### config.mk
export PLATFORM = sky130hd
export DESIGN_NAME = sha256_digest_uart_tx_flat
export DESIGN_NICKNAME = d
export VERILOG_FILES = /design/src/rtl/sha256_digest_uart_tx_if.sv /design/src/rtl/sha256_digest_uart_tx.sv /design/src/flat_wrapper.sv
export SDC_FILE = /design/constraint.sdc
export NUM_CORES = 1
export LEC_CHECK = 0
export ABC_AREA = 1
export ABC_CLOCK_PERIOD_IN_PS = 1860
export BUFFER_PORTS_ARGS = -buffer_cell sky130_fd_sc_hd__buf_2
export CELL_PAD_IN_SITES_DETAIL_PLACEMENT = 1
export CELL_PAD_IN_SITES_GLOBAL_PLACEMENT = 2
export CORE_MARGIN = 1
export CORE_UTILIZATION = 27
export CTS_BUF_LIST = sky130_fd_sc_hd__clkbuf_4
export DETAILED_ROUTE_END_ITERATION = 12
export PLACE_DENSITY_LB_ADDON = 0.3
export SLEW_MARGIN = 20
export SYNTH_ARGS = -nofsm -noshare
export SYNTH_HDL_FRONTEND = slang
export SYNTH_SLANG_ARGS = --single-unit
### constraint.sdc
create_clock -name clk -period 1.86 [get_ports clk]
set_clock_uncertainty 0.2 [all_clocks]
set_input_delay 0.558 -clock clk [delete_from_list [all_inputs] [get_ports clk]]
set_output_delay 0.558 -clock clk [all_outputs]
set_load 0.05 [all_outputs]
### src/rtl/sha256_digest_uart_tx_if.sv
// Digest handshake bundle: the producer offers a 256-bit digest,
// the transmitter signals when it can take one.
interface sha256_digest_uart_tx_if;
  logic         digest_valid;
  logic [255:0] digest;
  logic         digest_ready;

  modport master (output digest_valid, output digest, input digest_ready);
  modport slave  (input digest_valid, input digest, output digest_ready);
endinterface

### src/rtl/sha256_digest_uart_tx.sv
// Serialises a 256-bit digest over a UART line as 32 bytes, 8N1,
// most significant byte first, each byte LSB first.
module sha256_digest_uart_tx #(
  parameter int CLKS_PER_BIT = 434
) (
  input  logic                           clk,
  input  logic                           rst,
  sha256_digest_uart_tx_if.slave         bus,
  output logic                           uart_tx,
  output logic                           busy,
  output logic                           done
);

  localparam int BAUD_W = (CLKS_PER_BIT > 1) ? $clog2(CLKS_PER_BIT) : 1;
  localparam logic [BAUD_W-1:0] BAUD_LAST = BAUD_W'(CLKS_PER_BIT - 1);

  typedef enum logic [1:0] {IDLE, START, DATA, STOP} state_t;

  state_t             state;
  logic [255:0]       shreg;
  logic [BAUD_W-1:0]  baud;
  logic [2:0]         bit_cnt;
  logic [4:0]         byte_cnt;
  logic               ready;
  logic               baud_end;
  logic [7:0]         cur_byte;

  // The byte on the wire is always the top byte; it is shifted out after its stop bit.
  assign cur_byte         = shreg[255:248];
  assign baud_end         = (baud == BAUD_LAST);
  assign bus.digest_ready = ready;

  // Transmit FSM with registered line, status and handshake outputs.
  always_ff @(posedge clk) begin
    if (rst) begin
      state    <= IDLE;
      shreg    <= '0;
      baud     <= '0;
      bit_cnt  <= '0;
      byte_cnt <= '0;
      uart_tx  <= 1'b1;
      busy     <= 1'b0;
      done     <= 1'b0;
      ready    <= 1'b1;
    end else begin
      done <= 1'b0;
      if (state != IDLE && !baud_end) baud <= baud + BAUD_W'(1);
      case (state)
        IDLE: begin
          if (bus.digest_valid) begin
            shreg    <= bus.digest;
            state    <= START;
            baud     <= '0;
            bit_cnt  <= '0;
            byte_cnt <= '0;
            uart_tx  <= 1'b0;
            busy     <= 1'b1;
            ready    <= 1'b0;
          end
        end
        START: begin
          if (baud_end) begin
            baud    <= '0;
            bit_cnt <= '0;
            state   <= DATA;
            uart_tx <= cur_byte[0];
          end
        end
        DATA: begin
          if (baud_end) begin
            baud <= '0;
            if (bit_cnt == 3'd7) begin
              state   <= STOP;
              uart_tx <= 1'b1;
            end else begin
              bit_cnt <= bit_cnt + 3'd1;
              uart_tx <= cur_byte[bit_cnt + 3'd1];
            end
          end
        end
        STOP: begin
          if (baud_end) begin
            baud <= '0;
            if (byte_cnt == 5'd31) begin
              // Last stop bit ends: back to idle, ready for the next digest this cycle.
              state   <= IDLE;
              uart_tx <= 1'b1;
              busy    <= 1'b0;
              ready   <= 1'b1;
              done    <= 1'b1;
            end else begin
              byte_cnt <= byte_cnt + 5'd1;
              shreg    <= {shreg[247:0], 8'h00};
              state    <= START;
              uart_tx  <= 1'b0;
            end
          end
        end
        default: state <= IDLE;
      endcase
    end
  end

endmodule

### src/flat_wrapper.sv
// flat-port wrapper written by rule: the top's interface ports become plain ports
module sha256_digest_uart_tx_flat 
#(
  parameter int CLKS_PER_BIT = 434
)
  (clk, rst, uart_tx, busy, done, bus_digest_valid, bus_digest, bus_digest_ready);
  sha256_digest_uart_tx_if bus_i ();
  input  logic clk;
  input  logic rst;
  output logic uart_tx;
  output logic busy;
  output logic done;
  input wire logic [$bits(bus_i.digest_valid)-1:0] bus_digest_valid;
  input wire logic [$bits(bus_i.digest)-1:0] bus_digest;
  output wire logic [$bits(bus_i.digest_ready)-1:0] bus_digest_ready;
  assign bus_i.digest_valid = bus_digest_valid;
  assign bus_i.digest = bus_digest;
  assign bus_digest_ready = bus_i.digest_ready;
  sha256_digest_uart_tx #(.CLKS_PER_BIT(CLKS_PER_BIT)) u_core (.clk(clk), .rst(rst), .bus(bus_i), .uart_tx(uart_tx), .busy(busy), .done(done));
endmodule
* Word level (Yosys, flattened, before mapping)
Index checks and enable logic that the tools add are counted.
Word-level totals: bits of input ports 259, output and inout port bits 4, word-level logic and storage cells 82, register bits after elaboration 279
Operators by class: magnitude comparators 1, reductions and logical operators 13, bitwise logic cells 2, mux-type cells 40, equal/unequal tests 14, add/sub/neg operators 3
Operator list (number):
- 2-to-1 mux 256 bit | 3
- one-hot mux 256 bit (2 select lines) | 1
- 2-to-1 mux 9 bit | 3
- one-hot mux 9 bit (2 select lines) | 1
- 2-to-1 mux 5 bit | 3
- 2-to-1 mux 1 bit | 13
- 2-to-1 mux 3 bit | 4
- AND reduction 4 bit | 3
- 2-to-1 mux 2 bit | 5
- inequality test 2 x 1 -> 1 bit, second input constant | 5
- one-hot mux 5 bit (2 select lines) | 1
- AND reduction 5 bit | 2
- adder 9 x 1 -> 9 bit, second input constant | 1
- equality test 9 bit, second input constant | 1
- one-hot mux 3 bit (3 select lines) | 1
- one-hot mux 2 bit (4 select lines) | 1
- inequality test 2 bit, second input constant | 3
- OR reduction 3 bit | 2
- adder 5 x 1 -> 5 bit, second input constant | 1
- equality test 5 bit, second input constant | 1
- equality test 2 bit, second input constant | 2
- less-than comparator 3 x 4 -> 1 bit, second input constant | 1
- one-hot mux 1 bit (2 select lines) | 2
- one-hot mux 1 bit (4 select lines) | 1
- 10 further kinds | 12

* Depth between registers and ports, before layout
Gate-level depths: netlist (run 1).
word-level depth 6, mapped depth 13, depth with buffers taken out 11

* Worst setup path before layout (run 1)
No wires, ideal clock.
kind register -> register, start register u_core.byte_cnt[0], end register u_core.shreg[100], slack -0.127 ns, setup time 0.116 ns, data required time 1.544 ns, path buffers 3, data arrival time 1.671 ns, clock period less this slack 1.987 ns, cell stages (with the launch flop) 14, path through dfxtp_1 -> ha_1 -> nand2_1 -> nor2_1 -> ha_1 -> inv_1 -> nand2_1 -> nand2_1 -> a21boi_2 -> buf_4 -> buf_8 -> buf_8 -> nor2_1 -> nor2_1
On the way: word-level cells in the longest chain between the ends 3
RTL lines:
- from (decl) | RTL line sha256_digest_uart_tx.sv:23 | logic [4:0] byte_cnt;
- from (signal assigned) | RTL line sha256_digest_uart_tx.sv:92 | byte_cnt <= byte_cnt + 5'd1;
- equality test 5 bit | RTL line sha256_digest_uart_tx.sv:84 | if (byte_cnt == 5'd31) begin
- inequality test 2 bit (no source line)
- AND reduction 4 bit (no source line)
- to (signal assigned) | RTL line sha256_digest_uart_tx.sv:51 | shreg <= bus.digest;
- to (signal assigned) | RTL line sha256_digest_uart_tx.sv:93 | shreg <= {shreg[247:0], 8'h00};
- to (decl) | RTL line sha256_digest_uart_tx.sv:20 | logic [255:0] shreg;
No other way between the ends. A chain may end at the register's enable or synchronous reset.

* Worst setup path in the final report (run 1)
start register u_core.byte_cnt[0], end register u_core.shreg[136]
The elaborated chain is that of the path after synthesis.

==> results.py, run 1 <==
metrics = {
    "place": {
        "dp_cells": 2940,
        "gp_congestion": 0.801,
        "io_buffers": 262,
        "dpl_cell_area_mm2": 0.0156,
        "hpwlAfterDp_um": 30100,
    },
    "routing": {
        "vias": 15626,
        "drcViolationCount": 0,
        "first_pass_iters": 4,
        "drtIter0Drc": 651,
        "drt-total-wl_um": 55600,
        "ant_nets": 0,
        "wl_per_cell_um": 16.4,
        "post_drt_via_cell_ratio": 4.61,
    },
    "yosys": {
        "yosys_warnings": 0,
        "synthSimpleGateAreaFrac_pct": 38.8,
        "synth_nets": 2387,
        "ys_ff_latch": 279,
        "synth_mux_area_share_pct": 0,
        "synth_top_area_share_pct": 42.3,
        "synth_edf_count": 0,
        "postSynthCellCount": 2117,
        "synthArstFlopShare_pct": 0,
        "synth_xor_area_share_pct": 0.331,
        "synth_top_cell_by_area": "dfxtp_1",
        "ys_seq_area_share_pct": 42.3,
        "synth_compound_area_share_pct": 11.2,
        "synth_fa_ha_area_share_pct": 1.04,
        "synthTopCellsByArea": "dfxtp_1 42%, nand2_1 23%, nor2_1 14%, o21ai_0 7.8%, clkbuf_1 2.6%",
        "synth_top_family_by_area": "simple AND/OR/NAND/NOR gates",
        "synth-main-ff-cell": "dfxtp_1",
        "synth_cell_type_count": 30,
        "netlist_area_mm2": 0.0132,
        "synth.avg_cell_area_um2": 6.24,
    },
    "timing": {
        "finalCritPeriodShare_pct": 116,
        "worst_slack_ps": -295,
        "report.final.hold_viol_count": 0,
        "setup-violations-final": 267,
        "slew-limit-headroom_pct": 65.2,
        "fmax_mhz": 464,
        "rsz0062_at_grt": "true",
        "min_period_ps": 2160,
        "tightest_slew_ps": 521,
        "slew_violations": 0,
    },
    "critical_path": {
        "end_kind": "register",
        "r2r_end": "u_core.shreg[136]",
        "cp_data_arrival_time_ps": 2690,
        "r2r_slack_ps": -300,
        "cp_max_fo": 8,
        "worstReg2RegStart": "u_core.byte_cnt[0]",
        "path_class": "register to register",
        "r2r_cells": 13,
        "required_ps": 2400,
        "startpoint_type": "register",
    },
    "layout": {
        "layout.nets": 2993,
        "area_growth_pct": 64.3,
        "stdcell_count": 3393,
        "fill_cells": 5976,
        "final_area_mm2": 0.0217,
        "drive_above_1_share_pct": 28.6,
    },
    "min_path": {
        "hold_path_class": "register to register",
        "hp-start": "u_core.shreg[255]",
        "min_to": "u_core.shreg[255]",
        "hold_path_depth": 2,
    },
    "grt": {
        "grt_pass1_wl_um": 83000,
        "antenna_found_initial": 4,
        "track_usage_pct": 20.8,
        "grt_pass1_vias": 16501,
        "grt.overflow.total": 0,
        "grt_max_degree": 110,
    },
    "clock_tree": {
        "cts.sinks": 279,
        "cts_tree": "built",
        "clk_root_buffer_cell": "clkbuf_4",
        "cts.htree.levels": 3,
        "clock_latency_ps": 810,
        "clkTransAtPathRegs_ps": 60,
        "cts_buffers": 85,
        "cts.path.max_buffers": 3,
    },
    "power": {
        "leakagePower_uw": 0.0102,
        "p_total_uw": 33700,
        "peakVddDrop_uv": 496,
        "cellPowerDensity_mw_per_mm2": 1550,
    },
    "floorplanning": {
        "fp.dieH_um": 223,
        "num_rows": 80,
        "start_util_pct": 27.5,
        "io_pins": 263,
        "die_x_um": 223,
        "core_area_mm2": 0.0480,
        "dieArea_mm2": 0.0498,
    },
    "run_status": {
        "violations": "negative setup slack",
        "status": "complete, but fails checks",
    },
    "flow_run": {
        "max_cap_viol_count": 0,
    },
}
registers in the layout, summed over array words and instances, names as in the netlist:
signal                   cells
u_core.done                  1
u_core.bus.digest_ready      1
u_core.shreg               256
u_core.uart_tx               1
u_core.byte_cnt              5
u_core.bit_cnt               3
u_core.baud                  9
u_core.busy                  1
u_core.state                 2
worst max path at each step:
stage / start / endpoint / slack [ps] / cells past startpoint
after floorplan: u_core.byte_cnt[0] / u_core.shreg[100] / -90 / 13
after global placement: u_core.state[0] / u_core.shreg[13] / -360 / 9
after detailed placement: u_core.state[0] / u_core.shreg[13] / -390 / 9
after CTS: u_core.bus.digest_ready / bus_digest_ready / -290 / 1
after global routing: u_core.byte_cnt[0] / u_core.shreg[136] / -430 / 13
final: u_core.byte_cnt[0] / u_core.shreg[136] / -300 / 13
report_power, final:
group / internal (uW) / switching, uW / leakage, uW
sequential: 9000 / 2370 / 0.00232
combinational: 8140 / 8550 / 0.00728
clock: 2870 / 2800 / 0.000570
Yosys cell counts (all sizes together) (2+ instances only):
master,n
ha,11
nand2,826
inv,37
nor2,506
o211ai,2
nor3,4
a211oi,4
nand3,13
nand4,2
xor2,4
o21ai,255
dfxtp,279
clkbuf,92
buf,49
a21oi,27
cells in the final DEF (no fill, tap or decap), types with 3 or more instances in the layout:
cell and count:
ha_1 5, buf_4 56, buf_8 10, buf_2 258, a21oi_2 13, o21ai_1 52, ha_4 3, buf_16 19
nand2_8 4, nor2_4 100, dfxtp_1 269, clkbuf_4 118, ha_2 3, nor2_2 100, clkbuf_16 20, nand2_1 806
nor3_1 4, a211oi_1 4, o21ai_2 8, nand3_1 9, nand2_4 10, buf_12 26, dlygate4sd3_1 258, o21ai_0 195
a21oi_1 13, dfxtp_2 9, buf_6 10, xor2_1 4, diode_2 7, clkinv_1 17, nor2_1 306, inv_1 30
inv_2 6, nand2_2 9
critical path, cell delays in order (launching register included):
cell,delay [ps]
dfxtp_2,330
ha_4,160
nand2_2,60
nor2_2,40
ha_2,180
inv_2,60
nand2_4,50
nand2_4,80
a21boi_4,240
buf_12,170
buf_16,170
clkbuf_16,180
nor2_4,30
nor2_1,120
metrics by stage:
step	hold WS [ps]	setup slack [ps]	util (%)	setup TNS [ps]
global placement	244	-363	32.4	-62060
finish	251	-295	45.2	-53980
detailed placement	249	-386	32.4	-77280
global route	281	-429	45.2	-79550
CTS	258	-288	41.7	-53750
floorplan	229	-86.6	-	-9250
final cells by class:
class,instances,area [um^2],share of cell area [%]
sequential,279,5600,25.8
antenna,7,17.5,0.0807
timing repair buffer,657,6100,28.1
multi-input combinational,1662,8120,37.4
inverter,38,155,0.715
clock inverter,17,63.8,0.294
clock buffer,118,886,4.08
tap,615,769,3.54
repair_timing:
item / in CTS / in global routing
cloned: 12 / 28
hold endpoints to repair: 262 / 0
gates resized for setup: 151 / 311
buffers inserted: 14 / 2
endpoints found under the setup margin: 269 / 280
hold buffers: 258 / 0
pin swaps: 38 / 127
cells by family after synthesis:
logic type | count (synthesis)
compound gates | 290
xor+xnor | 5
fa+ha+maj | 11
buf+inv | 179
flops | 279
simple gates | 1353
metal layers:
metal	GRT usage, %	part of all wire [%]	wire [um]	vias up
met1	25.0	43	23900	7322
met3	4.40	3.8	2110	130
met4	8.28	2.9	1600	2
met2	35.9	50	27900	317
li1	-	-	-	7855
met5	0	0.023	13	-
Note: power is estimated with default switching activity, not from simulation.
==> run 2: changes to the inputs <==
--- a/config.mk
+++ b/config.mk
@@ -6,12 +6,12 @@
 export NUM_CORES = 1
 export LEC_CHECK = 0
 export ABC_AREA = 1
-export ABC_CLOCK_PERIOD_IN_PS = 1860
+export ABC_CLOCK_PERIOD_IN_PS = 2700
 export BUFFER_PORTS_ARGS = -buffer_cell sky130_fd_sc_hd__buf_2
 export CELL_PAD_IN_SITES_DETAIL_PLACEMENT = 1
 export CELL_PAD_IN_SITES_GLOBAL_PLACEMENT = 2
 export CORE_MARGIN = 1
-export CORE_UTILIZATION = 27
+export CORE_UTILIZATION = 32
 export CTS_BUF_LIST = sky130_fd_sc_hd__clkbuf_4
 export DETAILED_ROUTE_END_ITERATION = 12
 export PLACE_DENSITY_LB_ADDON = 0.3
==> constraint.sdc (replaced) <==
create_clock -name clk -period 2.7 [get_ports clk]
set_clock_uncertainty 0.2 [all_clocks]
set_input_delay 0.81 -clock clk [delete_from_list [all_inputs] [get_ports clk]]
set_output_delay 0.81 -clock clk [all_outputs]
set_load 0.05 [all_outputs]
==> results.py, run 2 (synthesis results as in run 1) <==
metrics = {
    "routing": {
        "wl_per_cell_um": 14.4,
        "drt-met1-wl_um": 19800,
        "drt-total-wl_um": 42100,
        "ant_nets": 0,
        "drtIter0Drc": 573,
        "post_drt_via_cell_ratio": 4.67,
        "wl_met2_um": 19300,
        "top_layer": "met5",
        "first_pass_iters": 5,
        "vias": 13669,
        "met3_length_um": 1830,
        "drcViolationCount": 0,
    },
    "layout": {
        "stdcell_count": 2927,
        "fill_cells": 5502,
        "reg_top3": "u_core.shreg x256, u_core.baud x9, u_core.byte_cnt x5",
        "layout.nets": 2623,
        "final_common_cell": "nand2_1",
        "drive_above_1_share_pct": 17.8,
        "largest_reg_flops": 256,
        "area_growth_pct": 21.0,
        "regMostFlops": "u_core.shreg",
        "layout_common_cells": "822 x nand2_1, 505 x nor2_1, 279 x dfxtp_1",
    },
    "floorplanning": {
        "num_rows": 74,
        "die_x_um": 205,
        "start_util_pct": 32.4,
        "core_area_mm2": 0.0407,
        "fp.dieH_um": 205,
        "dieArea_mm2": 0.0421,
        "io_pins": 263,
    },
    "power": {
        "leakagePower_uw": 0.00800,
        "peakVddDrop_uv": 411,
        "cellPowerDensity_mw_per_mm2": 1070,
    },
    "timing": {
        "tightest_slew_ps": 621,
        "report.final.hold_viol_count": 0,
        "fmax_mhz": 407,
        "rsz0062_at_grt": "false",
        "fin_tns_setup_ps": 0,
        "min_period_ps": 2460,
        "slew_violations": 0,
        "slew-limit-headroom_pct": 58.6,
        "setup-violations-final": 0,
        "finalCritPeriodShare_pct": 91.0,
    },
    "clock_tree": {
        "clkTransAtPathRegs_ps": 70,
        "clock_latency_ps": 740,
        "cts_tree": "built",
        "cts.htree.levels": 3,
        "post_cts_resize_count": 0,
        "cts.sinks": 279,
        "cts.path.max_buffers": 3,
        "clk_root_buffer_cell": "clkbuf_4",
        "post_cts_buffers": 0,
        "holdBufCountCts": 0,
        "cts_buffers": 84,
    },
    "critical_path": {
        "cp_data_arrival_time_ps": 2910,
        "startpoint_type": "register",
        "required_ps": 3150,
        "path_class": "register to register",
        "end_kind": "register",
        "cp_max_fo": 41,
    },
    "grt": {
        "antenna_found_initial": 6,
        "grt_pass1_wl_um": 67900,
        "track_usage_pct": 20.1,
        "grt_max_degree": 127,
        "grt_pass1_vias": 13754,
        "grt.overflow.total": 0,
    },
    "run_status": {
        "status": "finished clean",
    },
    "place": {
        "gp_congestion": 0.837,
        "dp_cells": 2799,
        "io_buffers": 262,
        "hpwlAfterDp_um": 28100,
    },
    "flow_run": {
        "max_cap_viol_count": 0,
    },
    "min_path": {
        "hold_path_class": "input port to register",
    },
}
-- run 2: cell types whose count changed in the layout (fill, tap and decap cells not counted), moves of 12 or more --
cell           before  now
clkbuf_16          20    0
nor2_1            306  505
nor2_4            100    0
o21ai_0           195  207
a21oi_2            13    0
nand2_1           806  822
dlygate4sd3_1     258    0
nor2_2            100    1
buf_4              56    7
clkinv_1           17    1
a21oi_1            13   27
buf_16             19    0
-- run 2: metrics by stage --
stage          cell area (um^2)  hold slack [ps]  utilization (%)  power [uW]  setup slack [ps]
5_1_grt                   16000             32.0             39.2       18800              56.0
3_5_place_dp              15000              248             36.9       13400               253
6_report                  16000              129             39.2       17200               242
2_1_floorplan             13200              229                -       11600               636
3_3_place_gp              15000              248             36.9       13200               299
4_1_cts                   16000             43.5             39.2       17500               198
-- run 2: layout make-up --
class	instances	area [um^2]	area share, %
Clock buffer	116	871	5.45
Antenna cell	7	17.5	0.110
Sequential cell	279	5590	34.9
Clock inverter	5	71.3	0.446
Multi-Input combinational cell	1659	6820	42.6
Timing Repair Buffer	291	1800	11.3
Inverter	38	155	0.970
Tap cell	532	666	4.16
-- run 2: path summary, 6_finish.rpt --
check,from,to,slack [ps],depth (start not counted)
worst min register to register,u_core.shreg[255],u_core.shreg[255],250,2
worst max-delay path,u_core.byte_cnt[0],u_core.shreg[143],240,12
worst min-delay path,bus_digest[3],u_core.shreg[3],130,3
worst max register to register,u_core.byte_cnt[0],u_core.shreg[143],240,12
-- run 2: power breakdown --
group          internal [uW]  switching, uW  total [uW]
sequential              6180           1070        7250
clock                   2110           1790        3900
combinational           2170           3840        6010
total                  10500           6700       17200
-- run 2: worst max-delay path, cell delays in order (launching register included) --
cell and delay [ps]:
dfxtp_1 330, ha_1 220, nand2_1 90, nor2_1 40
ha_1 190, inv_1 60, nand2_1 70, nand2_1 200
a21boi_4 300, buf_12 260, buf_12 200, nor2_1 60
nor2_1 110
-- run 2: metal layers --
metal,GRT usage (%),vias up
met5,0,-
met3,3.98,80
met4,7.86,2
li1,-,7065
met1,25.9,6245
met2,32.9,277
